## src/rtl/fifo8x9_ctrl.sv

```systemverilog
// rtl/fifo8x9_ctrl.sv - two-producer/one-consumer control for a FIFO8x9 storage block
module fifo8x9_ctrl #(
    parameter int DEPTH = 8,
    parameter int CNT_W = 4
) (
    input  logic             clk,
    input  logic             rst,
    input  logic [1:0]       wr_req,
    output logic [1:0]       wr_gnt,
    input  logic             rd_req,
    output logic             rd_valid,
    input  logic             flush,
    output logic             WrPtrClr,
    output logic             RdPtrClr,
    output logic             wren,
    output logic             WrInc,
    output logic             rden,
    output logic             RdInc,
    output logic [CNT_W-1:0] count,
    output logic             full,
    output logic             empty,
    output logic             wr_drop
);

    typedef enum logic [1:0] {
        ST_CLEAR = 2'd0,
        ST_RUN   = 2'd1,
        ST_FLUSH = 2'd2
    } state_t;

    state_t           state;
    state_t           state_nxt;
    logic             last_gnt;
    logic             last_gnt_nxt;
    logic             gnt_idx;
    logic [CNT_W-1:0] count_nxt;

    // Flags come from the registered occupancy so they never depend on this cycle's requests.
    assign full  = (count == CNT_W'(DEPTH));
    assign empty = (count == '0);

    // Pointer increments to the storage block track the enables one-for-one.
    assign WrInc = wren;
    assign RdInc = rden;

    // State register; reset parks the block in CLEAR so both pointers are cleared.
    always_ff @(posedge clk or posedge rst) begin
        if (rst) begin
            state <= ST_CLEAR;
        end else begin
            state <= state_nxt;
        end
    end

    // Occupancy, arbitration history and the one-cycle-late read valid.
    always_ff @(posedge clk or posedge rst) begin
        if (rst) begin
            count    <= '0;
            last_gnt <= 1'b1;
            rd_valid <= 1'b0;
        end else begin
            count    <= count_nxt;
            last_gnt <= last_gnt_nxt;
            rd_valid <= rden;
        end
    end

    // Next state, strobes, round-robin grant and occupancy update.
    always_comb begin
        state_nxt    = state;
        wr_gnt       = 2'b00;
        wren         = 1'b0;
        rden         = 1'b0;
        wr_drop      = 1'b0;
        WrPtrClr     = 1'b1;
        RdPtrClr     = 1'b1;
        count_nxt    = '0;
        last_gnt_nxt = last_gnt;
        gnt_idx      = 1'b0;
        case (state)
            ST_CLEAR: state_nxt = ST_RUN;
            ST_FLUSH: state_nxt = ST_RUN;
            ST_RUN: begin
                WrPtrClr  = 1'b0;
                RdPtrClr  = 1'b0;
                count_nxt = count;
                if (flush) begin
                    // flush wins over everything else this cycle
                    state_nxt = ST_FLUSH;
                end else begin
                    if (wr_req != 2'b00) begin
                        if (full) begin
                            wr_drop = 1'b1;
                        end else begin
                            // contention alternates; a lone requester wins outright
                            gnt_idx      = (wr_req == 2'b11) ? ~last_gnt : wr_req[1];
                            wr_gnt       = gnt_idx ? 2'b10 : 2'b01;
                            wren         = 1'b1;
                            last_gnt_nxt = gnt_idx;
                        end
                    end
                    if (rd_req && !empty) begin
                        rden = 1'b1;
                    end
                    case ({wren, rden})
                        2'b10:   count_nxt = count + CNT_W'(1);
                        2'b01:   count_nxt = count - CNT_W'(1);
                        default: count_nxt = count;
                    endcase
                end
            end
            default: state_nxt = ST_CLEAR;
        endcase
    end

endmodule
```

## config.mk

```make
export PLATFORM = sky130hd
export DESIGN_NAME = fifo8x9_ctrl
export DESIGN_NICKNAME = d
export VERILOG_FILES = /design/src/rtl/fifo8x9_ctrl.sv
export SDC_FILE = /design/constraint.sdc
export NUM_CORES = 1
export LEC_CHECK = 0
export ABC_AREA = 1
export CORE_UTILIZATION = 38
export DETAILED_ROUTE_END_ITERATION = 6
export PLACE_DENSITY = 0.74
export RECOVER_POWER = 25
export SLEW_MARGIN = 10
export SYNTH_ARGS = -nofsm -noshare
export SYNTH_HDL_FRONTEND = slang
export SYNTH_SLANG_ARGS = --single-unit
```

## constraint.sdc

```tcl
create_clock -name clk -period 1.8 [get_ports clk]
set_input_delay 0.27 -clock clk [delete_from_list [all_inputs] [get_ports clk]]
set_output_delay 0.27 -clock clk [all_outputs]
set_load 0.01 [all_outputs]
```

==> results.cfg <==
[final_layout]
drive_gt1_share_pct = 48.8
fin_cells = 138
synthToLayoutAreaGrowth_pct = 78.6
fin_nets = 133
num_antenna_cells = 0

[global_route]
grt_usage_pct = 20.5
grt_max_degree = 9
met3_usage_pct = 3.91
grt_pass1_wl_um = 2690
grtUsageMet1_pct = 25.6
antenna_found_initial = 0
use_met2_pct = 31.6
grt_pass1_vias = 635
busiest_layer = met2
grt_overflow = 0

[synthesis]
synth.net_count = 86
synth_top_area_cell = dfrtp_1
postSynthCellCount = 77
synth_edf_count = 0
synth_warnings = 0
yosysTopAreaCellShare_pct = 29.7
async_reset_ff_share_pct = 100
netlist_top_cells_area = dfrtp_1 (30%), inv_1 (9.5%), nand2_1 (7.6%)
syn_area_um2 = 591
ys_seq_area_share_pct = 34.1
ys_ff_latch = 8
ys_types = 23
synthFlopType = dfrtp_1
synth_area_per_cell_um2 = 7.67
synth_common_cells = inv_1 (15), nand2_1 (12), dfrtp_1 (7)
synth_most_common_cell = inv_1

[drt]
dr.first_iter.drc_count = 9
first_pass_iters = 4
wirelength_um = 1660
routedWlPerCell_um = 12.1
ant_nets = 0
via_count = 637
viasPerCell = 4.62
drc = 0

[hold_path]
hold_class = in -> async

[timing]
timing.final.hold_violations = 0
tightestPinTransition_ns = 0.389
period_needed_ns = 1.88
fin_crit_sh_pct = 104
relSlewSlack_pct = 73.8
hold_ws_ns = 0.396
slew_violations = 0
final.setup.worst_slack_ns = -0.0764
finalSetupViolCount = 2
fmax_mhz = 533
skew_ns = 0.00566
rsz0062_at_grt = true

[worst_setup_path]
crit_path_max_fanout = 4
path_class = reg -> reg
critPathArrivalTime_ns = 2.02
crit_path_start_kind = flip-flop
worstPathRequired_ns = 1.94
r2r_cells = 12
cp-end-kind = flip-flop

[pwr]
leakage_nw = 0.572
peakVddDrop_uv = 942
p_per_area_mw_per_mm2 = 1280
power.total_mw = 1.35

[clock_network]
cts_num_sinks = 8
clock_latency_ns = 0.25
cts_tree = built
root_buffer = clkbuf_4
htree_levels = 1
clk_pin_slew_ns = 0.06
cts_buffers = 3
clock_path_buffers = 2

[floorplanning]
core_area_mm2 = 0.00137
die_area_mm2 = 0.00172
num_rows = 13
start_util_pct = 43.2
die_y_um = 41.4
die_x_um = 41.4
boundaryPins = 22

[placement]
io_buffers = 21
dp_hpwl_um = 1130
place_congestion = 0.768
dp_cells = 127

[run_status]
status = complete, but fails checks
violations = negative setup slack

[job]
drv_cap = 0
## where the power goes
part / switching (mW) / internal, mW / total [mW]
registers: 0.0476 / 0.246 / 0.294
logic: 0.438 / 0.473 / 0.911
clock network: 0.0566 / 0.0845 / 0.141
total: 0.542 / 0.803 / 1.35
## metrics by stage
step	setup TNS, ns	area, um^2	setup WS, ns	utilization (%)
5_1_grt	-0.393	1050	-0.151	77.2
6_report	-0.122	1050	-0.0764	77.2
2_1_floorplan	-0.00543	607	-0.00543	-
3_5_place_dp	-2.29	941	-0.294	68.9
4_1_cts	0	997	0.00569	73.0
3_3_place_gp	-2.07	941	-0.265	68.9
## flip-flops by register name, summed over array words and instances (netlist names)
signal	cells
count	4
last_gnt	1
rd_valid	1
state	2
## logic make-up (layout without fill, tap and decap cells)
group,Yosys count,count (layout),share of synthesized area [%]
and+or+nand+nor,40,40,38.1
adders and majority gates,3,3,6.36
xor gates and xnor gates,1,1,1.48
AOI/OAI and AO/OA,5,5,4.87
DFF,8,8,34.1
buffers and inverters,20,66,15.0
## layout make-up
class / count / area [um^2]
multi-input cells: 49 / 369
repair buffers: 45 / 369
fillers: 106 / 312
flip-flops and latches: 8 / 203
inverters: 17 / 68.8
clock buffers: 4 / 26.3
well taps: 15 / 18.8
## placed cells by master (no fill, tap or decap), types with 4 or more instances in the layout
cell              n
inv_1            13
nor2_1            4
dfrtp_1           6
nand2_1           9
nor2_4            5
clkdlybuf4s50_1  11
nand2_2           7
buf_4            24
clkbuf_2          4
## final timing paths
check                                 to      from  slack (ns)
min in group clk                state[0]  state[0]        0.44
worst min-delay path            count[3]       rst        0.40
worst min register to register  state[0]  state[0]        0.44
worst max-delay path            count[2]  count[0]       -0.08
max in group asynchronous       last_gnt       rst        1.12
worst max register to register  count[2]  count[0]       -0.08
## layer usage
layer  vias to the layer above  share of wire, %
li1                        326                 -
met1                       290                43
met2                        15                50
met3                         6               3.8
met4                         0               3.1
met5                         -                 0
## what timing repair did
action	4_1_cts	5_1_grt
gates resized for setup	14	19
hold buffers	0	0
endpoints found under the setup margin	10	7
pin swaps	4	8
buffers inserted	3	4
## worst max-delay path, stage by stage (launching register included)
cell and delay, ns:
dfrtp_2 0.42, nor2_4 0.13, nand2_2 0.08, inv_4 0.08
nor2_4 0.04, ha_4 0.18, or2_1 0.24, and2_4 0.15
ha_4 0.15, inv_2 0.05, nand3b_1 0.07, nand3_1 0.11
nand2_1 0.06
Note: power is estimated with default switching activity, not from simulation.
